## config.mk

```make
export PLATFORM = sky130hd
export DESIGN_NAME = ysyx_23060203_lsu
export DESIGN_NICKNAME = d
export VERILOG_FILES = /design/src/rtl/ysyx_23060203_lsu_pkg.sv /design/src/rtl/ysyx_23060203_lsu_align.sv /design/src/rtl/ysyx_23060203_lsu.sv
export SDC_FILE = /design/constraint.sdc
export NUM_CORES = 1
export LEC_CHECK = 0
export CAP_MARGIN = 20
export CORE_AREA = 5 5 159 161
export CTS_BUF_LIST = sky130_fd_sc_hd__clkbuf_4
export CTS_CLUSTER_DIAMETER = 50
export DETAILED_ROUTE_END_ITERATION = 8
export DIE_AREA = 0 0 164 166
export PLACE_DENSITY = 0.76
export SLEW_MARGIN = 20
export SYNTH_ARGS = -nofsm -noshare
export SYNTH_HDL_FRONTEND = slang
export SYNTH_HIERARCHICAL = 1
export SYNTH_SLANG_ARGS = --single-unit
```

## constraint.sdc

```tcl
create_clock -name clock -period 3.2 [get_ports clock]
set_clock_uncertainty 0.1 [all_clocks]
set_input_delay 0.64 -clock clock [delete_from_list [all_inputs] [get_ports clock]]
set_output_delay 0.64 -clock clock [all_outputs]
set_load 0.005 [all_outputs]
```

## src/rtl/ysyx_23060203_lsu_pkg.sv

```systemverilog
// Shared types and encodings for the ysyx_23060203 load/store unit.
// Holds the control bundle layout, funct3 codes, access sizes and FSM states.
package ysyx_23060203_lsu_pkg;

    localparam int CTRL_W = 80;

    typedef struct packed {
        logic [31:0] pc;
        logic        csr_wen;
        logic [11:0] csr_waddr;
        logic [31:0] csr_wdata;
        logic        exc;
        logic        ret;
        logic        fencei;
    } ctrl_t;

    localparam logic [2:0] F_LB  = 3'b000;
    localparam logic [2:0] F_LH  = 3'b001;
    localparam logic [2:0] F_LW  = 3'b010;
    localparam logic [2:0] F_LBU = 3'b100;
    localparam logic [2:0] F_LHU = 3'b101;
    localparam logic [2:0] F_SB  = 3'b000;
    localparam logic [2:0] F_SH  = 3'b001;
    localparam logic [2:0] F_SW  = 3'b010;

    localparam logic [1:0] SZ_B = 2'd0;
    localparam logic [1:0] SZ_H = 2'd1;
    localparam logic [1:0] SZ_W = 2'd2;

    typedef enum logic [1:0] {IDLE, REQ, WAIT} lsu_state_e;

    // funct3[1:0] already encodes the width; the unused code 11 maps to word.
    function automatic logic [1:0] funct_size(input logic [2:0] funct);
        case (funct[1:0])
            2'b00:   funct_size = SZ_B;
            2'b01:   funct_size = SZ_H;
            default: funct_size = SZ_W;
        endcase
    endfunction

endpackage

```

## src/rtl/ysyx_23060203_lsu_align.sv

```systemverilog
// Combinational data alignment: store lane shift and strobes, load extract and extend.
module ysyx_23060203_lsu_align
    import ysyx_23060203_lsu_pkg::*;
(
    input  logic [2:0]  funct,
    input  logic [1:0]  addr_lo,
    input  logic [31:0] wdata,
    input  logic [31:0] rdata,
    output logic [31:0] st_wdata,
    output logic [3:0]  st_wstrb,
    output logic [1:0]  size,
    output logic [31:0] ld_data
);

    logic [7:0]  ld_byte;
    logic [15:0] ld_half;

    always_comb begin
        ld_byte = 8'(rdata >> {addr_lo, 3'b000});
        ld_half = addr_lo[1] ? rdata[31:16] : rdata[15:0];
        case (funct)
            F_LB:    ld_data = {{24{ld_byte[7]}}, ld_byte};
            F_LH:    ld_data = {{16{ld_half[15]}}, ld_half};
            F_LW:    ld_data = rdata;
            F_LBU:   ld_data = {24'h0, ld_byte};
            F_LHU:   ld_data = {16'h0, ld_half};
            default: ld_data = 32'h0;
        endcase
    end

    always_comb begin
        st_wdata = wdata << {addr_lo, 3'b000};
        case (funct)
            F_SB:    st_wstrb = 4'b0001 << addr_lo;
            F_SH:    st_wstrb = 4'b0011 << addr_lo;
            F_SW:    st_wstrb = 4'b1111;
            default: st_wstrb = 4'b0000;
        endcase
    end

    assign size = funct_size(funct);

endmodule

```

## src/rtl/ysyx_23060203_lsu.sv

```systemverilog
// Load/store stage between EXU and WBU: one bus transaction per memory instruction,
// single-cycle passthrough for everything else, registered result toward WBU.
module ysyx_23060203_lsu #(
    parameter int ADDR_W = 32,
    parameter int CTRL_W = 80
) (
    input  logic              clock,
    input  logic              reset,
    input  logic              in_valid,
    output logic              in_ready,
    input  logic [CTRL_W-1:0] in_ctrl,
    input  logic [4:0]        in_gpr_waddr,
    input  logic [31:0]       in_gpr_wdata,
    input  logic              in_mem_ren,
    input  logic              in_mem_wen,
    input  logic [2:0]        in_mem_funct,
    input  logic [ADDR_W-1:0] in_mem_addr,
    input  logic [31:0]       in_mem_wdata,
    output logic              req_valid,
    input  logic              req_ready,
    output logic              req_wen,
    output logic [ADDR_W-1:0] req_addr,
    output logic [31:0]       req_wdata,
    output logic [3:0]        req_wstrb,
    output logic [1:0]        req_size,
    input  logic              resp_valid,
    input  logic [31:0]       resp_rdata,
    input  logic              resp_err,
    output logic              out_valid,
    input  logic              out_ready,
    output logic [CTRL_W-1:0] out_ctrl,
    output logic [4:0]        out_gpr_waddr,
    output logic [31:0]       out_gpr_wdata
);

    import ysyx_23060203_lsu_pkg::*;

    lsu_state_e        state;
    logic              l_wen;
    logic [2:0]        l_funct;
    logic [ADDR_W-1:0] l_addr;
    logic [31:0]       l_sdata;

    logic [31:0] st_wdata;
    logic [3:0]  st_wstrb;
    logic [1:0]  size;
    logic [31:0] ld_data;
    logic        accept;
    logic        is_mem;

    assign in_ready = (state == IDLE) && (!out_valid || out_ready);
    assign accept   = in_valid && in_ready;
    assign is_mem   = in_mem_ren || in_mem_wen;

    ysyx_23060203_lsu_align u_align (
        .funct   (l_funct),
        .addr_lo (l_addr[1:0]),
        .wdata   (l_sdata),
        .rdata   (resp_rdata),
        .st_wdata(st_wdata),
        .st_wstrb(st_wstrb),
        .size    (size),
        .ld_data (ld_data)
    );

    // Request fields come straight from the latched instruction, so they hold through a stall.
    assign req_valid = (state == REQ);
    assign req_wen   = l_wen;
    assign req_addr  = l_addr;
    assign req_wdata = l_wen ? st_wdata : 32'h0;
    assign req_wstrb = l_wen ? st_wstrb : 4'h0;
    assign req_size  = size;

    // ctrl/waddr/wdata go straight into the output register on accept; for memory
    // ops out_valid stays low until the response patches in load data or the error.
    always_ff @(posedge clock or negedge reset) begin
        if (!reset) begin
            state         <= IDLE;
            out_valid     <= 1'b0;
            out_ctrl      <= '0;
            out_gpr_waddr <= 5'h0;
            out_gpr_wdata <= 32'h0;
            l_wen         <= 1'b0;
            l_funct       <= 3'h0;
            l_addr        <= '0;
            l_sdata       <= 32'h0;
        end else begin
            case (state)
                IDLE: begin
                    if (accept) begin
                        out_ctrl      <= in_ctrl;
                        out_gpr_waddr <= in_gpr_waddr;
                        out_gpr_wdata <= in_gpr_wdata;
                        out_valid     <= !is_mem;
                        if (is_mem) begin
                            state   <= REQ;
                            l_wen   <= in_mem_wen;
                            l_funct <= in_mem_funct;
                            l_addr  <= in_mem_addr;
                            l_sdata <= in_mem_wdata;
                        end
                    end else if (out_ready) begin
                        out_valid <= 1'b0;
                    end
                end
                REQ: begin
                    if (req_ready) state <= WAIT;
                end
                WAIT: begin
                    if (resp_valid) begin
                        state     <= IDLE;
                        out_valid <= 1'b1;
                        if (resp_err) out_gpr_waddr <= 5'h0;
                        if (!l_wen)   out_gpr_wdata <= ld_data;
                    end
                end
                default: state <= IDLE;
            endcase
        end
    end

`ifndef SYNTHESIS
    logic misaligned;
    always_comb begin
        case (funct_size(in_mem_funct))
            SZ_H:    misaligned = in_mem_addr[0];
            SZ_W:    misaligned = |in_mem_addr[1:0];
            default: misaligned = 1'b0;
        endcase
    end

    assert property (@(posedge clock) disable iff (!reset) !(accept && is_mem && misaligned))
        else $error("lsu: misaligned half/word access");
`endif

endmodule
```

==> results of run 1 <==
==> synthesized netlist by cell type (2+ instances only) <==
cell,instances,area (um2)
a211oi_1,25,188
a22oi_1,18,135
o221ai_1,4,35.0
nor2b_1,16,100
mux2_4,21,315
a22o_1,6,52.6
mux2_2,131,1480
nand2b_1,6,37.5
a21oi_1,14,70.1
mux2i_1,53,531
clkbuf_1,18,67.6
nor2_1,19,71.3
nand2_1,49,184
and2_1,45,282
nor3b_1,3,22.5
inv_1,2,7.51
o21ai_0,49,245
buf_2,26,130
dfrtp_1,188,4700
buf_6,12,135
a221o_1,7,70.1
inv_2,2,7.51
buf_4,3,22.5
==> metrics by stage <==
step	instance area, um2	power (uW)	TNS (ns)
final	13900	13200	0
after global routing	13900	14100	-0.0707
after CTS	13900	13300	0
after detailed placement	13600	11900	0
after global placement	13600	11700	0
after floorplan	9120	8120	0
==> state kept, by name, indices dropped and copies added, names as in the netlist <==
name and cells:
l_funct 3, l_sdata 32, out_ctrl 80, out_gpr_waddr 5
out_gpr_wdata 32, out_valid 1, req_addr 32, req_wen 1
state 2
==> worst max-delay path by stage <==
stage / start / end / depth (start not counted) / slack [ns]
finish: req_addr[0]$_DFFE_PN0P_ / req_wdata[3] / 6 / 0.13
global route: req_addr[0]$_DFFE_PN0P_ / req_wdata[3] / 6 / -0.03
CTS: req_addr[0]$_DFFE_PN0P_ / req_wdata[18] / 7 / 0.005
detailed placement: out_ready / out_ctrl[19]$_DFFE_PN0P_ / 5 / 0.43
global placement: out_ready / in_ready / 4 / 0.45
floorplan: req_addr[1]$_DFFE_PN0P_ / req_wdata[24] / 7 / 1.05
==> power by group <==
part | internal [uW] | switching [uW] | total, uW
clock | 353 | 965 | 1320
combinational | 4530 | 2970 | 7500
sequential | 3570 | 793 | 4360
==> routing by layer <==
layer  vias to the layer above  wire length, um
li1                       3449                -
met5                         -               41
met2                       312            14800
met1                      3616            11200
met4                         6              675
met3                        45             2960
==> cell type report <==
class / count / area (um2)
antenna: 2 / 5.00
clock buffer: 17 / 128
clock inverter: 14 / 146
fill: 2072 / 9870
inverter: 4 / 15.0
multi-input combinational: 488 / 4090
sequential: 188 / 4710
tap: 324 / 405
timing repair buffer: 441 / 4450
==> worst max-delay path, cell delays in order (launching register included) <==
cell and delay [ns]:
dfrtp_2 0.50, buf_4 0.16, nor2_4 0.20, buf_4 0.16, and2_1 0.11, and2_1 0.12
clkdlybuf4s50_1 0.51
==> kinds of logic (layout without fill, tap and decap cells) <==
logic type / Yosys count / count (layout) / synth area share, %
other: 0 / 2 / 0
DFF: 188 / 188 / 51.6
and+or+nand+nor: 146 / 146 / 8.45
muxes: 205 / 205 / 25.4
buffers and inverters: 63 / 476 / 4.06
AOI/OAI and AO/OA: 137 / 137 / 10.5
==> timing repair <==
item	in CTS	in global routing
endpoints found under the hold margin	76	0
cloned	0	0
endpoints found under the setup margin	27	18
hold buffers	1	0
setup buffers	4	1
resized for setup	3	12
==> results.json, run 1 <==
{
  "path_class": "reg2out",
  "clk_latency_ns": 0.58,
  "met3_usage_pct": 8.12,
  "fp.dieW_um": 164,
  "start_util_pct": 38.3,
  "critical_path_required_ns": 2.46,
  "maxSlewHeadroom_pct": 54.2,
  "grt_pass1_vias": 7763,
  "yosysWarnings": 6,
  "timing.final.crit_period_ns": 3.07,
  "vias": 7428,
  "layout-drive-gt1-share_pct": 20.0,
  "path_clk_slew_ns": 0.19,
  "gp_congestion": 0.839,
  "grt_start_max_net_pins": 81,
  "min_path_cells": 2,
  "num_rows": 57,
  "regToRegEndpoint": "out_gpr_wdata[26]$_DFFE_PN0P_",
  "cts-root-buf": "clkbuf_4",
  "use_met2_pct": 36.9,
  "rsz0062_at_grt": "yes",
  "synth_cells": 739,
  "syn_avg_cell_area_um2": 12.3,
  "crit_arrival_ns": 2.33,
  "slew_violations": 0,
  "grt-ovfl-total": 0,
  "status": "finished clean",
  "worst_pin_slew_ns": 0.687,
  "track_usage_pct": 21.4,
  "yosysSeqAreaShare_pct": 51.6,
  "use_met1_pct": 24.5,
  "synthArstFlopShare_pct": 100,
  "maxCapViolations": 0,
  "dpl.hpwl_um": 22700,
  "drt_first_iter_violations": 391,
  "reg2reg_slack_ns": 0.98,
  "synth_ff_type": "dfrtp_1",
  "fin_util_pct": 58.6,
  "min-delay-start": "out_gpr_wdata[24]$_DFFE_PN0P_",
  "firstDrtPassIters": 5,
  "r2r-start": "req_addr[1]$_DFFE_PN0P_",
  "hold_end": "out_gpr_wdata[24]$_DFFE_PN0P_",
  "reg2reg_depth": 6,
  "wl_um": 29800,
  "final_cells": 1478,
  "powerDensity_mw_per_mm2": 945,
  "cts_made_buffers": 17,
  "cts_sinks": 188,
  "grt_pass1_wl_um": 45300,
  "synth_seq_cells": 188,
  "dp_cells": 1439,
  "ir_drop_mv": 0.530,
  "fmax_ghz": 0.326,
  "place_ws_ns": 0.432,
  "drc": 0,
  "clk_path_buf_depth": 2,
  "grt.busiest_layer": "met2",
  "fin_hold_ws_ns": 0.401,
  "cp-start-kind": "flop",
  "mostFrequentLayoutCells": "clkdlybuf4s50_1, dfrtp_1, mux2_2",
  "syn_to_final_growth_pct": 52.9,
  "cts_tree": "built",
  "core_area_mm2": 0.0238,
  "wl_per_cell_um": 20.1,
  "end_kind": "output port",
  "post-route-period-util_pct": 95.9,
  "ios": 416,
  "layout_commonest_cell": "clkdlybuf4s50_1",
  "io_buffers": 415,
  "final-hold-violation-count": 0,
  "antenna_found_initial": 5,
  "nets": 1365,
  "power.leakage_uw": 0.00576,
  "die_h_um": 166,
  "die_area_mm2": 0.0272,
  "synth_nets": 964,
  "antenna_left": 0,
  "synth-edff-count": 0,
  "setup_viol": 0,
  "synth_cell_types": 45,
  "hp-class": "reg2reg",
  "fin_ws_ns": 0.130,
  "syn_area_mm2": 0.00912,
  "cp_max_fo": 7,
  "h-tree-depth": 4,
  "vias_per_cell": 5.03
}
Power figures use the tool's default switching activity.
==> inputs of run 2 (changes only) <==
==> constraint.sdc (replaced) <==
create_clock -name clock -period 3.2 [get_ports clock]
set_clock_uncertainty 0.1 [all_clocks]
set_input_delay 0.64 -clock clock [delete_from_list [all_inputs] [get_ports clock]]
set_output_delay 0.64 -clock clock [all_outputs]
set_load 0.05 [all_outputs]
==> results.json, run 2 (same netlist as run 1, synthesis figures left out) <==
{
  "nets": 1359,
  "start_util_pct": 38.3,
  "fin_hold_ws_ns": 0.401,
  "mostFrequentLayoutCells": "clkdlybuf4s50_1, dfrtp_1, mux2_2",
  "path_clk_slew_ns": 0.20,
  "setup_viol": 0,
  "crit_family": "flip-flops",
  "fin_util_pct": 59.1,
  "final-hold-violation-count": 0,
  "dp_cells": 1438,
  "path_cells": "buf_4 > and3b_1 > o21ai_0 > a21oi_1 > and2_1 > buf_12",
  "syn_to_final_growth_pct": 54.3,
  "p_int_uw": 8620,
  "status": "finished clean",
  "clk_latency_ns": 0.58,
  "cts_tree": "built",
  "timing.final.crit_period_ns": 2.99,
  "worst_pin_slew_ns": 0.591,
  "hp-class": "reg2reg",
  "slew_violations": 0,
  "cts_sinks": 188,
  "cp_max_fo": 16,
  "wl_per_cell_um": 20.2,
  "path_buf_inv": 2,
  "vias": 7371,
  "gp_congestion": 0.876,
  "ios": 416,
  "end_kind": "output port",
  "swShare_pct": 51.4,
  "cp-start-kind": "flop",
  "fp.dieW_um": 164,
  "top_register": "out_ctrl",
  "grt_pass1_wl_um": 45500,
  "layout_commonest_cell": "clkdlybuf4s50_1",
  "clk_path_buf_depth": 2,
  "maxSlewHeadroom_pct": 60.5,
  "track_usage_pct": 21.5,
  "drc": 0,
  "cts_made_buffers": 17,
  "grt_pass1_vias": 7889,
  "maxCapViolations": 0,
  "path_class": "reg2out",
  "crit_slowest_cell": "dfrtp_2",
  "h-tree-depth": 4,
  "core_area_mm2": 0.0238,
  "grt_start_max_net_pins": 65,
  "antenna_found_initial": 4,
  "seqPwrFrac_pct": 24.9,
  "dpl.hpwl_um": 23000,
  "die_area_mm2": 0.0272,
  "critical_path_required_ns": 2.46,
  "clockPowerShare_pct": 8.0,
  "layout-drive-gt1-share_pct": 22.6,
  "die_h_um": 166,
  "finalPower_uw": 17700,
  "wl_um": 29800,
  "firstDrtPassIters": 4,
  "grt-ovfl-total": 0,
  "power.leakage_uw": 0.00580,
  "crit_arrival_ns": 2.25,
  "cpPeakStageDelay_ns": 0.60,
  "powerDensity_mw_per_mm2": 1260,
  "ir_drop_mv": 0.722,
  "vias_per_cell": 5.00,
  "fmax_ghz": 0.334,
  "cts-root-buf": "clkbuf_4",
  "rsz0062_at_grt": "no",
  "final_cells": 1473,
  "setup_tns_ns": 0,
  "drt_first_iter_violations": 313,
  "switching_power_uw": 9100,
  "antenna_left": 0,
  "combPwrFrac_pct": 67.1,
  "largest_reg_flops": 80,
  "num_rows": 57,
  "post-route-period-util_pct": 93.6,
  "io_buffers": 415
}
[run 2: path summary, 6_finish.rpt]
| check | startpoint | to | slack (ns) | cells past startpoint |
|---|---|---|---|---|
| max in group asynchronous | reset | out_gpr_wdata[9]$_DFFE_PN0P_ | 1.77 | 3 |
| min | out_gpr_wdata[19]$_DFFE_PN0P_ | out_gpr_wdata[19]$_DFFE_PN0P_ | 0.40 | 2 |
| max reg2reg | req_addr[1]$_DFFE_PN0P_ | out_gpr_wdata[28]$_DFFE_PN0P_ | 0.73 | 6 |
| min reg2reg | out_gpr_wdata[19]$_DFFE_PN0P_ | out_gpr_wdata[19]$_DFFE_PN0P_ | 0.40 | 2 |
| min in group asynchronous | reset | out_ctrl[19]$_DFFE_PN0P_ | 0.42 | 2 |
| max | req_addr[1]$_DFFE_PN0P_ | req_wstrb[2] | 0.21 | 6 |
[run 2: metal layers]
layer	vias to the layer above	part of all wire, %	track usage, %
met4	4	2.4	7.22
met2	287	50	36.4
met3	50	9.1	7.89
met1	3586	39	25.2
met5	-	0.11	0
li1	3444	-	-
[run 2: per-stage QoR]
stage               cell area [um2]  setup slack (ns)
floorplan                      9120             0.463
global placement              13700             0.484
detailed placement            13700             0.446
CTS                           14100            0.0541
global route                  14100            0.0325
finish                        14100             0.206
[run 2: area by class of cell]
type                       instances  area [um2]
antenna                            2        5.00
clock buffer                      18         135
sequential                       188        4710
clock inverter                    14         186
fill                            2058        9740
multi-input combinational        488        4080
tap                              324         405
inverter                           4        15.0
timing repair buffer             435        4540
[run 2: power groups by stage]
stage	combinational (uW)	sequential [uW]	clock [uW]
CTS	12000	4420	1480
finish	11900	4410	1420
global placement	11800	4410	0
global route	12500	4590	1580
floorplan	4720	7620	0
detailed placement	12000	4470	0
[run 2: worst register-to-register path: cells and delay by family (launching register included)]
family / cells / cell delay (ns)
compound gates: 3 / 0.65
flops: 1 / 0.60
mux: 2 / 0.60
buf+inv: 1 / 0.37
[run 2: what timing repair did]
action	in CTS	in global routing
setup endpoints to repair	0	2
hold buffers	1	0
resized for setup	0	1
setup buffers	0	0
endpoints found under the hold margin	43	0
==> inputs of run 3 (changes only) <==
--- a/config.mk
+++ b/config.mk
@@ -5,13 +5,14 @@
 export SDC_FILE = /design/constraint.sdc
 export NUM_CORES = 1
 export LEC_CHECK = 0
+export ABC_AREA = 1
 export CAP_MARGIN = 20
-export CORE_AREA = 5 5 159 161
+export CORE_AREA = 5 5 157 159
 export CTS_BUF_LIST = sky130_fd_sc_hd__clkbuf_4
 export CTS_CLUSTER_DIAMETER = 50
 export DETAILED_ROUTE_END_ITERATION = 8
-export DIE_AREA = 0 0 164 166
-export PLACE_DENSITY = 0.76
+export DIE_AREA = 0 0 162 164
+export PLACE_DENSITY = 0.8
 export SLEW_MARGIN = 20
 export SYNTH_ARGS = -nofsm -noshare
 export SYNTH_HDL_FRONTEND = slang
==> results.json, run 3 <==
{
  "synth_nets": 1574,
  "crit_family": "buffers and inverters",
  "wl_um": 35400,
  "swShare_pct": 55.1,
  "nets": 1949,
  "crit_arrival_ns": 2.24,
  "gp_congestion": 0.947,
  "cts-root-buf": "clkbuf_4",
  "setup_viol": 0,
  "post_cts_buffers": 0,
  "post-route-period-util_pct": 93.1,
  "core_area_mm2": 0.0231,
  "top_register": "out_ctrl",
  "ios": 416,
  "dpl.hpwl_um": 26600,
  "path_buf_inv": 4,
  "powerDensity_mw_per_mm2": 1180,
  "power.leakage_uw": 0.00764,
  "grt-ovfl-total": 0,
  "layout_commonest_cell": "nand2_1",
  "syn_area_mm2": 0.00967,
  "status": "finished clean",
  "fin_hold_ws_ns": 0.391,
  "synth_top_family_by_area": "simple AND/OR/NAND/NOR gates",
  "synth_seq_cells": 188,
  "yosysWarnings": 6,
  "antenna_found_initial": 7,
  "ir_drop_mv": 0.665,
  "p_int_uw": 7720,
  "yosysMostFrequentCell": "nand2_1",
  "syn_to_final_growth_pct": 50.2,
  "path_class": "reg2out",
  "drc": 0,
  "end_kind": "output port",
  "h-tree-depth": 4,
  "synth_xor_area_share_pct": 0,
  "crit_slowest_cell": "dfrtp_2",
  "synth-edff-count": 0,
  "synth_compound_area_share_pct": 1.80,
  "yosys.area_share.simple_pct": 41.1,
  "die_h_um": 164,
  "final-hold-violation-count": 0,
  "cp-start-kind": "flop",
  "vias_per_cell": 4.94,
  "switching_power_uw": 9490,
  "syn_avg_cell_area_um2": 7.17,
  "fillers": 2026,
  "synth_fa_ha_area_share_pct": 0,
  "critical_path_required_ns": 2.46,
  "largest_reg_flops": 80,
  "combPwrFrac_pct": 66.2,
  "worst_pin_slew_ns": 0.850,
  "synth_ff_type": "dfrtp_1",
  "firstDrtPassIters": 6,
  "antenna_left": 0,
  "mostFrequentLayoutCells": "nand2_1, clkdlybuf4s50_1, dfrtp_1",
  "wl_per_cell_um": 17.4,
  "grt_pass1_wl_um": 53800,
  "clk_path_buf_depth": 2,
  "final_cells": 2031,
  "synth_cell_types": 33,
  "synthArstFlopShare_pct": 100,
  "fmax_ghz": 0.336,
  "vias": 10000,
  "rsz0062_at_grt": "no",
  "io_buffers": 415,
  "synth_top_area_share_pct": 48.6,
  "setup_tns_ns": 0,
  "path_cells": "nor2_2 > buf_4 > inv_2 > nor2_1 > nand2_1 > inv_1 > buf_12",
  "cts_tree": "built",
  "grt_start_max_net_pins": 85,
  "netlist_top_cells_area": "dfrtp_1, nand2_1, nand3_1, inv_1, nor2_1",
  "track_usage_pct": 25.8,
  "slew_violations": 0,
  "num_rows": 56,
  "layout-drive-gt1-share_pct": 7.60,
  "timing.final.crit_period_ns": 2.98,
  "maxSlewHeadroom_pct": 43.3,
  "cpPeakStageDelay_ns": 0.55,
  "synth_common_cells": "nand2_1, dfrtp_1, nand3_1",
  "muxShareOfSynthArea_pct": 0,
  "cp_max_fo": 13,
  "dp_cells": 1994,
  "synth_cells": 1349,
  "clockPowerShare_pct": 8.8,
  "cts_sinks": 188,
  "maxCapViolations": 0,
  "clk_latency_ns": 0.57,
  "cts_made_buffers": 17,
  "synth.largest_area_cell": "dfrtp_1",
  "fp.dieW_um": 162,
  "seqPwrFrac_pct": 25.0,
  "die_area_mm2": 0.0266,
  "path_clk_slew_ns": 0.17,
  "yosysSeqAreaShare_pct": 48.6,
  "start_util_pct": 41.8,
  "hp-class": "reg2reg",
  "grt_pass1_vias": 9725,
  "drt_first_iter_violations": 830
}
-- run 3: through the flow --
stage	utilization (%)	area [um2]	power, uW	worst slack [ns]
after global routing	62.8	14500	18200	0.0411
after CTS	62.7	14500	17300	0.0905
after global placement	61.2	14100	15600	0.631
after floorplan	-	9670	11700	0.703
after detailed placement	61.2	14100	15700	0.585
final	62.8	14500	17200	0.222
-- run 3: path summary, 6_finish.rpt --
path,cells past startpoint,from,slack (ns),endpoint
worst min-delay path,2,out_gpr_wdata[12]$_DFFE_PN0P_,0.39,out_gpr_wdata[12]$_DFFE_PN0P_
min in group asynchronous,2,reset,0.52,out_gpr_wdata[5]$_DFFE_PN0P_
max in group asynchronous,3,reset,1.68,out_ctrl[36]$_DFFE_PN0P_
worst max-delay path,7,req_addr[1]$_DFFE_PN0P_,0.22,req_wdata[3]
worst min register to register,2,out_gpr_wdata[12]$_DFFE_PN0P_,0.39,out_gpr_wdata[12]$_DFFE_PN0P_
worst max register to register,11,req_addr[1]$_DFFE_PN0P_,1.08,out_gpr_wdata[29]$_DFFE_PN0P_
-- run 3: tightest hold or removal path: cells and delay by family (launching register included) --
family / cells / cell delay, ns
DFF: 1 / 0.37
and+or+nand+nor: 2 / 0.10
-- run 3: area by class of cell --
type / count / area, um2 / area share (%)
Antenna cell: 4 / 10.0 / 0.0689
Multi-Input combinational cell: 993 / 4150 / 28.6
Clock inverter: 15 / 219 / 1.51
Sequential cell: 188 / 4710 / 32.4
Timing Repair Buffer: 436 / 4610 / 31.7
Clock buffer: 17 / 128 / 0.878
Tap cell: 290 / 363 / 2.50
Inverter: 88 / 335 / 2.31
-- run 3: power by group through the flow --
stage          logic [uW]  clock network [uW]  registers, uW
2_1_floorplan        4420                   0           7320
3_3_place_gp        11300                   0           4290
3_5_place_dp        11400                   0           4330
4_1_cts             11400                1560           4290
5_1_grt             12100                1650           4460
6_report            11400                1520           4310
-- run 3: timing repair --
item                       in CTS  in global routing
hold buffers                    1                  0
resized for setup               1                  3
hold endpoints to repair       72                  0
setup endpoints to repair       4                 15
-- run 3: kinds of logic after synthesis --
logic type,count (synthesis)
flops,188
compound gates,27
buf+inv,168
simple gates,966
-- run 3: per-layer routing --
metal,GRT usage [%],vias up,share of wire [%]
li1,-,4868,-
met1,30.1,4611,37
met2,43.9,475,49
met3,8.33,74,9.7
met4,11.1,6,3.8
met5,0,-,0.096
